File: src/rtl/round_robin_switch_allocator_pkg.sv
// Shared state encoding for the round-robin switch allocator.
package switch_alloc_pkg;

  localparam int STATE_WIDTH = 3;

  typedef enum logic [STATE_WIDTH-1:0] {
    ST_IDLE  = 3'd0,
    ST_REQ   = 3'd1,
    ST_GRANT = 3'd2,
    ST_HOLD  = 3'd3
  } alloc_state_e;

endpackage

File: src/rtl/round_robin_switch_allocator_arbiter.sv
// Combinational round-robin arbiter: one-hot grant to the first request at or
// above the pointer, wrapping to index 0.
module rr_arbiter #(
  parameter int unsigned N     = 5,
  parameter int unsigned PTR_W = 3
) (
  input  logic [N-1:0]     i_req,
  input  logic [PTR_W-1:0] i_ptr,
  output logic [N-1:0]     o_grant
);

  logic w_found;

  // Two ordered passes: indices >= pointer first, then the wrapped lower part.
  always_comb begin
    o_grant = '0;
    w_found = 1'b0;
    for (int unsigned j = 0; j < N; j++) begin
      if (!w_found && i_req[j] && (32'(i_ptr) <= j)) begin
        o_grant[j] = 1'b1;
        w_found    = 1'b1;
      end
    end
    for (int unsigned j = 0; j < N; j++) begin
      if (!w_found && i_req[j] && (j < 32'(i_ptr))) begin
        o_grant[j] = 1'b1;
        w_found    = 1'b1;
      end
    end
  end

endmodule

File: src/rtl/round_robin_switch_allocator.sv
// Per-input IDLE/REQ/GRANT/HOLD allocator with one round-robin arbiter per output.
// Optional forced release of long holds: define SWITCH_ALLOC_HOLD_TIMEOUT_EN.
module round_robin_switch_allocator
  import switch_alloc_pkg::*;
#(
  parameter int unsigned INPUTS        = 5,
  parameter int unsigned OUTPUTS       = 5,
  parameter int unsigned REQUEST_WIDTH = $clog2(OUTPUTS),
  parameter int unsigned SEL_WIDTH     = $clog2(INPUTS),
  parameter int unsigned HOLD_TIMEOUT  = 64
) (
  input  logic                         clk,
  input  logic                         rst,
  input  logic [INPUTS-1:0]            routeReserveRequestValid,
  input  logic [INPUTS*REQUEST_WIDTH-1:0] routeReserveRequest,
  input  logic [INPUTS-1:0]            routeRelieve,
  output logic [INPUTS-1:0]            routeReserveStatus,
  output logic [OUTPUTS*SEL_WIDTH-1:0] routeSelect,
  output logic [OUTPUTS-1:0]           outputBusy,
  output logic [INPUTS-1:0]            PortReserved,
  output logic [INPUTS-1:0]            holdTimeout
);

  alloc_state_e             r_state     [INPUTS];
  alloc_state_e             w_state_nxt [INPUTS];
  logic [REQUEST_WIDTH-1:0] r_dest      [INPUTS];
  logic [OUTPUTS-1:0]       r_busy;
  logic [SEL_WIDTH-1:0]     r_sel       [OUTPUTS];
  logic [SEL_WIDTH-1:0]     r_ptr       [OUTPUTS];
  logic [INPUTS-1:0]        w_req       [OUTPUTS];
  logic [INPUTS-1:0]        w_gnt       [OUTPUTS];
  logic [SEL_WIDTH-1:0]     w_win_idx   [OUTPUTS];
  logic [OUTPUTS-1:0]       w_out_gnt;
  logic [OUTPUTS-1:0]       w_clr;
  logic [INPUTS-1:0]        w_won;
  logic [INPUTS-1:0]        w_release;
  logic [INPUTS-1:0]        w_tmo;

  // Only still-valid REQ inputs compete, so a withdraw never races a grant.
  always_comb begin
    for (int unsigned o = 0; o < OUTPUTS; o++) begin
      w_req[o] = '0;
      for (int unsigned i = 0; i < INPUTS; i++) begin
        w_req[o][i] = !r_busy[o] && (r_state[i] == ST_REQ) &&
                      routeReserveRequestValid[i] && (32'(r_dest[i]) == o);
      end
    end
  end

  for (genvar o = 0; o < OUTPUTS; o++) begin : g_arb
    rr_arbiter #(
      .N     (INPUTS),
      .PTR_W (SEL_WIDTH)
    ) u_arb (
      .i_req   (w_req[o]),
      .i_ptr   (r_ptr[o]),
      .o_grant (w_gnt[o])
    );
  end

  always_comb begin
    w_won = '0;
    for (int unsigned o = 0; o < OUTPUTS; o++) begin
      w_win_idx[o] = '0;
      w_out_gnt[o] = |w_gnt[o];
      for (int unsigned i = 0; i < INPUTS; i++) begin
        if (w_gnt[o][i]) begin
          w_win_idx[o] = SEL_WIDTH'(i);
          w_won[i]     = 1'b1;
        end
      end
    end
  end

  always_comb begin
    w_release = '0;
    w_clr     = '0;
    for (int unsigned i = 0; i < INPUTS; i++) begin
      w_state_nxt[i] = r_state[i];
      case (r_state[i])
        ST_IDLE:  if (routeReserveRequestValid[i]) w_state_nxt[i] = ST_REQ;
        ST_REQ: begin
          if (!routeReserveRequestValid[i]) w_state_nxt[i] = ST_IDLE;
          else if (w_won[i])                w_state_nxt[i] = ST_GRANT;
        end
        ST_GRANT: w_state_nxt[i] = ST_HOLD;
        ST_HOLD: begin
          if (routeRelieve[i] || w_tmo[i]) begin
            w_state_nxt[i] = ST_IDLE;
            w_release[i]   = 1'b1;
          end
        end
        default:  w_state_nxt[i] = ST_IDLE;
      endcase
      for (int unsigned o = 0; o < OUTPUTS; o++) begin
        if (w_release[i] && (32'(r_dest[i]) == o)) w_clr[o] = 1'b1;
      end
    end
  end

  always_ff @(posedge clk) begin
    if (rst) begin
      for (int unsigned i = 0; i < INPUTS; i++) begin
        r_state[i] <= ST_IDLE;
        r_dest[i]  <= '0;
      end
      for (int unsigned o = 0; o < OUTPUTS; o++) begin
        r_sel[o] <= '0;
        r_ptr[o] <= '0;
      end
      r_busy <= '0;
    end else begin
      for (int unsigned i = 0; i < INPUTS; i++) begin
        r_state[i] <= w_state_nxt[i];
        if ((r_state[i] == ST_IDLE) && routeReserveRequestValid[i])
          r_dest[i] <= routeReserveRequest[i*REQUEST_WIDTH +: REQUEST_WIDTH];
      end
      for (int unsigned o = 0; o < OUTPUTS; o++) begin
        if (w_out_gnt[o]) begin
          r_sel[o] <= w_win_idx[o];
          r_ptr[o] <= (32'(w_win_idx[o]) == INPUTS - 1) ? '0 : w_win_idx[o] + 1'b1;
        end
      end
      r_busy <= (r_busy & ~w_clr) | w_out_gnt;
    end
  end

`ifdef SWITCH_ALLOC_HOLD_TIMEOUT_EN
  localparam int unsigned CNT_W = $clog2(HOLD_TIMEOUT + 1);

  logic [CNT_W-1:0]  r_hcnt [INPUTS];
  logic [INPUTS-1:0] r_tmo;

  always_comb begin
    for (int unsigned i = 0; i < INPUTS; i++) begin
      w_tmo[i] = (r_state[i] == ST_HOLD) && !routeRelieve[i] &&
                 (32'(r_hcnt[i]) == HOLD_TIMEOUT - 1);
    end
  end

  always_ff @(posedge clk) begin
    if (rst) begin
      for (int unsigned i = 0; i < INPUTS; i++) r_hcnt[i] <= '0;
      r_tmo <= '0;
    end else begin
      for (int unsigned i = 0; i < INPUTS; i++) begin
        if ((r_state[i] == ST_HOLD) && (w_state_nxt[i] == ST_HOLD))
          r_hcnt[i] <= r_hcnt[i] + 1'b1;
        else
          r_hcnt[i] <= '0;
      end
      r_tmo <= w_tmo;
    end
  end

  assign holdTimeout = r_tmo;
`else
  assign w_tmo       = '0;
  assign holdTimeout = '0;
`endif

  always_comb begin
    for (int unsigned i = 0; i < INPUTS; i++) begin
      routeReserveStatus[i] = (r_state[i] == ST_GRANT);
      PortReserved[i]       = (r_state[i] == ST_HOLD);
    end
    for (int unsigned o = 0; o < OUTPUTS; o++) begin
      routeSelect[o*SEL_WIDTH +: SEL_WIDTH] = r_sel[o];
    end
  end

  assign outputBusy = r_busy;

endmodule
File: config.mk
export PLATFORM = sky130hd
export DESIGN_NAME = round_robin_switch_allocator
export DESIGN_NICKNAME = d
export VERILOG_FILES = /design/src/rtl/round_robin_switch_allocator_pkg.sv /design/src/rtl/round_robin_switch_allocator_arbiter.sv /design/src/rtl/round_robin_switch_allocator.sv
export SDC_FILE = /design/constraint.sdc
export NUM_CORES = 1
export LEC_CHECK = 0
export ABC_CLOCK_PERIOD_IN_PS = 7100
export CORE_ASPECT_RATIO = 1.2
export CORE_UTILIZATION = 45
export CTS_CLUSTER_DIAMETER = 60
export DETAILED_ROUTE_END_ITERATION = 8
export GPL_TIMING_DRIVEN = 1
export HOLD_SLACK_MARGIN = 0.1
export PLACE_DENSITY = 0.65
export REMOVE_ABC_BUFFERS = 1
export SKIP_CTS_REPAIR_TIMING = 1
export SYNTH_ARGS = -nofsm -noshare
export SYNTH_HDL_FRONTEND = slang
export SYNTH_SLANG_ARGS = --single-unit
File: constraint.sdc
create_clock -name clk -period 7.1 [get_ports clk]
set_clock_uncertainty 0.05 [all_clocks]
set_input_delay 1.42 -clock clk [delete_from_list [all_inputs] [get_ports clk]]
set_output_delay 1.42 -clock clk [all_outputs]
set_load 0.01 [all_outputs]
==> impl_metrics.yaml <==
status:
  run_status: "finished, final reports clean"
pwr:
  peakVddDrop_mv: 0.138
  powerDensity_mw_per_mm2: 207
  total_leakage_power_nw: 1.95
global_routing:
  globalRouteOverflowTotal: 0
  largest_net_degree_at_the_start_of_global_routing: 31
  grt_pass1_wl_mm: 22.1
  grtUsageTotal_pct: 28.1
  first_global_vias: 4058
  antenna_violations_before_repair: 0
critical_path:
  critPathKind: "primary input to flip-flop"
  worstSetupEndpointType: "flip-flop"
  worst_path_largest_cell_delay_ns: 0.67
  worstPathArrival_ns: 4.86
  ff2ff_setup_slack_ns: 3.29
  timing.critical_path.max_delay_family: "simple AND/OR/NAND/NOR gates"
  crit_path_cell_trace: "clkdlybuf4s50_1 -> nor4bb_1 -> or4b_1 -> a32oi_1 -> o32ai_1 -> nor4b_1 -> a41oi_1 -> nor4_4 -> buf_4 -> nor3b_1"
  timing.critical_path.required_ns: 7.13
  critPathBufInv: 2
  cp_max_fo: 30
  start_kind: "primary input"
  critical-path-slowest-cell: "nor4b_1"
sta:
  slew-limit-headroom_pct: 44.1
  final_min_period_over_clock_period_pct: 67.9
  finalCriticalPeriod_ns: 4.82
  setup_repair_after_global_routing_missed_its_margin: "false"
  worstMarginPinSlew_ns: 0.831
  final_report_max_slew_violation_count: 0
  fin_tns_setup_ns: 0
  setup-violations-final: 0
  final-hold-violation-count: 0
  fmaxAchievable_ghz: 0.207
drt:
  drtIter0Drc: 316
  route.antenna.remaining_nets: 0
  dr_total_vias: 4412
  number_of_design_rule_violations_left_after_detail_routing: 0
  detail_route.wirelength_mm: 13.9
  detail_route.vias_per_cell: 6.23
  routed_wire_length_per_instance_um: 19.6
  detail_route.first_pass.iterations: 8
clock_tree:
  cts_htree_levels: 3
  max-clock-path-buffers: 2
  tritoncts: "built"
  worst_skew_pair.late_latency_ns: 0.34
  cts_made_buffers: 9
  cts.sinks: 60
  clk_transition_reported_paths_ns: 0.06
  ctsRootBufferMaster: "clkbuf_16"
place:
  place_congestion: 0.963
  placed_cells: 692
  numPortBuffers: 56
  hpwlAfterDp_mm: 10.5
synth:
  ys_types: 75
  yosys_warnings: 0
  synth_edf_count: 45
  postSynthRegisterBits: 60
  netlist_area_mm2: 0.00454
  syn_avg_cell_area_um2: 8.48
  fraction_of_registers_with_async_set_reset_pct: 0
  synth_flop_cell: "edfxtp_1"
  syn_inst_count: 535
  synth-seq-area-share_pct: 36.4
cells_and_area:
  final_common_cell: "nor2_1"
  antenna_cells: 0
  layout.nets: 612
  synthToLayoutAreaGrowth_pct: 19.4
  final_cell_mix: "nor2_1 (61), clkdlybuf4s50_1 (56), nand2_1 (54)"
  layoutNonFillerInstCount: 708
  drive_gt1_share_pct: 7.69
job:
  drv.max_cap_violation_count: 0
die:
  core.rowCount: 39
  coreArea_mm2: 0.00966
  fp.dieH_um: 112
  die_w_um: 93.7
  start_util_pct: 47.0
  boundaryPins: 62
  die_area_mm2: 0.0105
hold_path:
  hold_class: "flip-flop to flip-flop"
[power breakdown]
group,total [mW],switching [mW],leakage (nW),internal (mW)
sequential,0.487,0.0669,0.595,0.420
clock,0.407,0.171,0.124,0.237
combinational,0.225,0.122,1.23,0.103
total,1.12,0.360,1.95,0.760
[routing by layer]
metal	track usage (%)	vias up	part of all wire (%)	routed length, µm
li1	-	2113	-	-
met1	36.0	2056	42	5770
met2	43.8	207	47	6570
met3	5.40	36	7.2	1010
met4	16.1	0	3.9	544
met5	0	-	0	0
[area by class of cell]
class / instances / area [µm²]
tap: 123 / 154
fill: 910 / 4250
timing repair buffer: 58 / 576
clock buffer: 9 / 225
sequential: 60 / 1650
multi-input combinational: 437 / 2700
inverter: 14 / 52.6
clock inverter: 7 / 52.6
[sequential cells by signal, summed over array words and instances, names as in the netlist]
| name | count |
|---|---|
| outputBusy | 5 |
| r_state | 10 |
| r_sel | 15 |
| r_ptr | 15 |
| r_dest | 15 |
[synth_stat cells (13+ instances only)]
library cell / instances / area [µm²]
nor2_1: 61 / 229
nand2_1: 54 / 203
edfxtp_1: 45 / 1350
a21oi_1: 29 / 145
and2_1: 29 / 181
o21ai_0: 22 / 110
nand3_1: 16 / 80.1
nor3_1: 16 / 80.1
dfxtp_1: 15 / 300
clkbuf_1: 14 / 52.6
inv_1: 14 / 52.6
nand3b_1: 13 / 97.6
nor4_1: 13 / 81.3
[worst min-delay path: stages, from the launching register on]
cell and delay, ns:
dfxtp_1 0.36, nand2_1 0.09, a21oi_1 0.06
[cells by family after synthesis]
| family | count (synthesis) | share of synthesized area (%) |
|---|---|---|
| buffers and inverters | 42 | 4.52 |
| flip-flops | 60 | 36.4 |
| multiplexers | 1 | 0.221 |
| AND/OR/NAND/NOR | 305 | 38.6 |
| other | 1 | 0.0827 |
| adder cells (fa/ha/maj) | 5 | 1.38 |
| AO/OA/AOI/OAI | 121 | 18.8 |
[path summary, 6_finish.rpt]
| kind | end | from | cells past startpoint |
|---|---|---|---|
| min | r_state[0][13] | r_state[0][13] | 2 |
| max reg2reg | r_ptr[0][12] | r_dest[0][0] | 9 |
| max | r_ptr[0][12] | routeReserveRequestValid[3] | 10 |
| min reg2reg | r_state[0][13] | r_state[0][13] | 2 |
[per-stage QoR]
step / hold WS (ns) / power (mW) / worst slack, ns / area, µm² / util [%]
4_1_cts: 0.499 / 1.12 / 2.31 / 5420 / 56.0
2_1_floorplan: 0.439 / 0.605 / 2.29 / 4400 / -
3_3_place_gp: 0.477 / 0.712 / 1.97 / 5140 / 53.2
3_5_place_dp: 0.484 / 0.713 / 1.95 / 5140 / 53.2
6_report: 0.503 / 1.12 / 2.28 / 5420 / 56.0
5_1_grt: 0.547 / 1.17 / 1.95 / 5420 / 56.0
Power figures use the tool's default switching activity.
==> RTL edit 1 (config.mk and constraints unchanged) <==
The parameter `OUTPUTS` goes from 5 to 10.
--- a/src/rtl/round_robin_switch_allocator.sv
+++ b/src/rtl/round_robin_switch_allocator.sv
@@ -4,7 +4,7 @@
   import switch_alloc_pkg::*;
 #(
   parameter int unsigned INPUTS        = 5,
-  parameter int unsigned OUTPUTS       = 5,
+  parameter int unsigned OUTPUTS       = 10,
   parameter int unsigned REQUEST_WIDTH = $clog2(OUTPUTS),
   parameter int unsigned SEL_WIDTH     = $clog2(INPUTS),
   parameter int unsigned HOLD_TIMEOUT  = 64
Ports: changed (resized outputBusy, routeReserveRequest and routeSelect); port bits go from 62 to 87. No check against the original RTL was run, so the function may have changed too.
==> RTL edit 1 against the unedited design <==
- sequential cell count increased by 40
- routed wire length increased by 130%
- sequential share of layout area decreased by 1.2 points
- cell area increased by 77%
- count of clock-buffer cells in the layout unchanged
- synthesized area increased by 85%
- sequential power increased by 64%
- first-iteration DRC count increased to 3.4 times the old value
- total power increased by 47%
- worst setup slack got worse by 0.38 ns
- maximum frequency decreased by 7.3%
==> RTL edit 1: results (changes against the unedited design) <==
global-route wire length before repair: 48200 um (+120%)
PortBufs: 81 (+45%)
hold path start: r_state[0][1]$_SDFFE_PP0P_
metal2 WL: 14300 um (+120%)
Post-synth EDFFs: 80 (+78%)
Worst R2R Start: r_dest[0][7]$_SDFFCE_PP0P_
sequential share of the synthesized area: 33.3% (-3.1 points)
M1 WL: 12900 um (+120%)
grt met3 use: 7.37% (+2.0 points)
largest net degree at the start of global routing: 53 (+71%)
Synth top cells by count: edfxtp_1, nor2_1, nand2_1
Peak supply drop: 109 uV (-21%)
Critical Path AT: 5.28 ns (+0.42 ns)
r2r worst-path depth: 8 (-1)
status: completed
vias per inst: 6.80 (+9.1%)
CP peak stage delay: 0.84 ns (+0.17 ns)
GR Layer Usage met2: 53.1% (+9.3 points)
vias in the first global route: 8056 (+99%)
CP Capture Point: r_ptr[1][1]$_SDFFCE_PP0P_
Placer Congestion: 1.10 (+14%)
Synth cell types: 90 (+20%)
DP Area: 0.00928 mm^2 (+81%)
later-pin clock latency in the skew report: 0.37 ns (+0.03 ns)
initial antenna violation count: 2 (+2)
RTL edit 1: changes by cell type after synthesis, moves of 22 or more:
| cell | before | now |
|---|---|---|
| nand3_1 | 16 | 45 |
| nor3_1 | 16 | 53 |
| a21oi_1 | 29 | 53 |
| clkbuf_1 | 14 | 45 |
| nor4_1 | 13 | 35 |
| nor2b_1 | 7 | 32 |
| o21ai_0 | 22 | 44 |
| edfxtp_1 | 45 | 80 |
| and2_1 | 29 | 62 |
RTL edit 1: kinds of logic (layout without fill, tap and decap cells):
family | after synthesis | in the layout | share of synthesized area (%)
buffers and inverters | 86 | 126 | 4.37
adder cells (fa/ha/maj) | 10 | 10 | 1.49
other | 1 | 7 | 0.0446
multiplexers | 1 | 1 | 0.119
AO/OA/AOI/OAI | 230 | 230 | 18.4
flip-flops | 100 | 100 | 33.3
AND/OR/NAND/NOR | 592 | 592 | 42.3
RTL edit 1: stage by stage:
stage / utilization, % / setup WS (ns)
final: 52.5 / 1.90
after global routing: 52.5 / 1.84
after CTS: 52.5 / 2.04
after detailed placement: 50.8 / 1.67
after global placement: 50.8 / 1.75
after floorplan: - / 3.25
RTL edit 1: critical path, delay by kind of cell:
family          cells  cell delay (ns)
buf+inv             1             0.54
simple gates        6             2.24
compound gates      2             1.07
RTL edit 1: report_power, final:
group	internal (W)	total, W	switching (W)
registers	0.000684	0.000798	0.000114
clock network	0.000248	0.000502	0.000254
logic	0.000139	0.000350	0.000211
RTL edit 1: layout make-up:
cell class,count,area [um^2]
multi-input combinational,838,5260
clock buffer,9,225
sequential,100,2800
inverter,24,90.1
antenna,2,5.00
tap,224,280
fill,1791,8670
clock inverter,7,70.1
timing repair buffer,86,843
==> RTL edit 2 (same settings) <==
Made on the original files. Register the output `routeSelect`, with the module's reset; this adds one clock of latency there. The other outputs are not delayed to match.
--- a/src/rtl/round_robin_switch_allocator.sv
+++ b/src/rtl/round_robin_switch_allocator.sv
@@ -20,6 +20,8 @@
   output logic [INPUTS-1:0]            PortReserved,
   output logic [INPUTS-1:0]            holdTimeout
 );
+
+  logic [OUTPUTS*SEL_WIDTH-1:0] routeSelect_d;
 
   alloc_state_e             r_state     [INPUTS];
   alloc_state_e             w_state_nxt [INPUTS];
@@ -165,10 +167,18 @@
       PortReserved[i]       = (r_state[i] == ST_HOLD);
     end
     for (int unsigned o = 0; o < OUTPUTS; o++) begin
-      routeSelect[o*SEL_WIDTH +: SEL_WIDTH] = r_sel[o];
+      routeSelect_d[o*SEL_WIDTH +: SEL_WIDTH] = r_sel[o];
     end
   end
 
   assign outputBusy = r_busy;
 
+  always_ff @(posedge clk) begin
+    if (rst) begin
+      routeSelect <= '0;
+    end else begin
+      routeSelect <= routeSelect_d;
+    end
+  end
+
 endmodule
Function: changed (a bounded check fails within 4 cycles, from zero or initial values and one cycle with rst high).
==> RTL edit 2 against the unedited design <==
- worst setup slack worse by 0.13 ns
- sequential cell count up 15
- critical endpoint is now r_ptr[0][6]$_SDFFCE_PP0P_
- synthesized area up 6.7%
- critical path type unchanged
- cell area up 6.0%
- via count up 4.6%
- total power up 13%
- routed wire length up 4.5%
- highest routed layer unchanged
==> RTL edit 2: results (changes against the unedited design) <==
status: completed
clock-net power: 0.000457 W (+12%)
CP peak stage delay: 0.57 ns (-0.10 ns)
Placer Congestion: 0.994 (+3.2%)
dominant synthesized flop cell: edfxtp_1
part of the power in registers: 46.0% (+2.5 points)
H-Tree Level Count: 3 (unchanged)
vias in the first global route: 4310 (+6.2%)
hold path start: r_sel[0][13]$_SDFFCE_PP0P_
detailed placement HPWL: 11000 um (+4.8%)
CP startpoint: routeReserveRequestValid[3]
cell family with most CP delay: simple AND/OR/NAND/NOR gates
Hold Path End: routeSelect[13]$_SDFF_PP0_
router iterations before antenna repair: 5 (-3)
largest net degree at the start of global routing: 43 (+39%)
later-pin clock latency in the skew report: 0.34 ns (about the same)
Place WS: 1.80 ns (-0.146 ns)
met3 wire length: 1010 um (+0.90%)
R2R Setup Slk: 3.12 ns (-0.17 ns)
r2r worst-path depth: 9 (unchanged)
net switching power figure: 0.000381 W (+5.8%)
number of DRC markers in iteration 0: 392 (+24%)
final setup fails: 0 (unchanged)
drt wl/cell: 19.7 um (+0.65%)
CTS Buf Count: 9 (unchanged)
critical path peak fanout: 23 (-23%)
top sig layer: met4
Lkg Pwr: 2.16 nW (+11%)
metal2 WL: 6810 um (+3.7%)
largest cells by area after synthesis: edfxtp_1, dfxtp_1, nand2_1, nor2_1, nor2b_1
share of cells above drive strength 1: 6.27% (-1.4 points)
Crit-path slowest cell: o21ai_0
GRT Overall Usage: 26.4% (-1.7 points)
Peak supply drop: 106 uV (-23%)
initial antenna violation count: 0 (unchanged)
Clock transition at path regs: 0.06 ns (about the same)
Worst R2R Start: r_dest[0][11]$_SDFFCE_PP0P_
Critical Path AT: 5.00 ns (+0.14 ns)
slew margin rel.: 48.9% (+4.8 points)
Synth top cells by count: nand2_1, nor2_1, edfxtp_1
M1 WL: 6040 um (+4.6%)
antenna cells: 0 (unchanged)
global-route wire length before repair: 22900 um (+3.3%)
RR Endpoint: r_ptr[0][6]$_SDFFCE_PP0P_
sequential share of the synthesized area: 40.3% (+3.9 points)
Layout Nets: 633 (+3.4%)
vias per inst: 6.28 (+0.74%)
hold depth: 1 (-1)
FFs w/ async S/R, synth: 0% (unchanged)
filler instances: 1001 (+10%)
maximum clock path buffer count: 2 (unchanged)
PortBufs: 56 (unchanged)
Hold/Removal Path Class: flop to flop
Synth cell types: 72 (-4.0%)
clock root cell: clkbuf_16
setup TNS: 0 ns (unchanged)
yosys warns: 0 (unchanged)
-- RTL edit 2: through the flow --
stage	util, %	std cells	hold slack (ns)	power, W	cell area, um^2
floorplan	-	531	0.379	0.000701	4690
global placement	51.8	719	0.382	0.000807	5450
detailed placement	51.8	719	0.394	0.000810	5450
CTS	54.6	735	0.405	0.00126	5740
global route	54.6	735	0.432	0.00131	5740
finish	54.6	735	0.399	0.00126	5740
-- RTL edit 2: cell type report --
cell class / instances / area, um^2 / area share (%)
clock inverters: 7 / 68.8 / 1.20
inverters: 18 / 67.6 / 1.18
well taps: 129 / 161 / 2.81
multi-input cells: 438 / 2680 / 46.7
clock buffers: 9 / 225 / 3.92
repair buffers: 59 / 583 / 10.2
flip-flops and latches: 75 / 1950 / 34.0
-- RTL edit 2: worst max path at each step --
stage                                           end  slack (ns)  depth (start not counted)
final                     r_ptr[0][6]$_SDFFCE_PP0P_        2.15                         10
after global routing      r_ptr[0][6]$_SDFFCE_PP0P_        1.94                         10
after CTS                 r_ptr[0][6]$_SDFFCE_PP0P_        2.17                         10
after detailed placement  r_ptr[0][6]$_SDFFCE_PP0P_        1.80                         10
after global placement    r_ptr[0][6]$_SDFFCE_PP0P_        1.92                         10
after floorplan           r_ptr[0][6]$_SDFFCE_PP0P_        2.02                          8
-- RTL edit 2: cell families (layout without fill, tap and decap cells) --
family,after synthesis,count (layout),share of synthesized area [%]
fa+ha+maj,5,5,1.29
simple gates,313,313,36.4
flops,75,75,40.3
other cells,1,5,0.0775
compound gates,115,115,17.2
buf+inv,51,93,4.73
-- RTL edit 2: metal layers --
| metal | track usage [%] | up-vias |
|---|---|---|
| met3 | 5.07 | 46 |
| met5 | 0 | - |
| met1 | 33.8 | 2149 |
| met4 | 13.6 | 0 |
| met2 | 42.8 | 241 |
| li1 | - | 2178 |
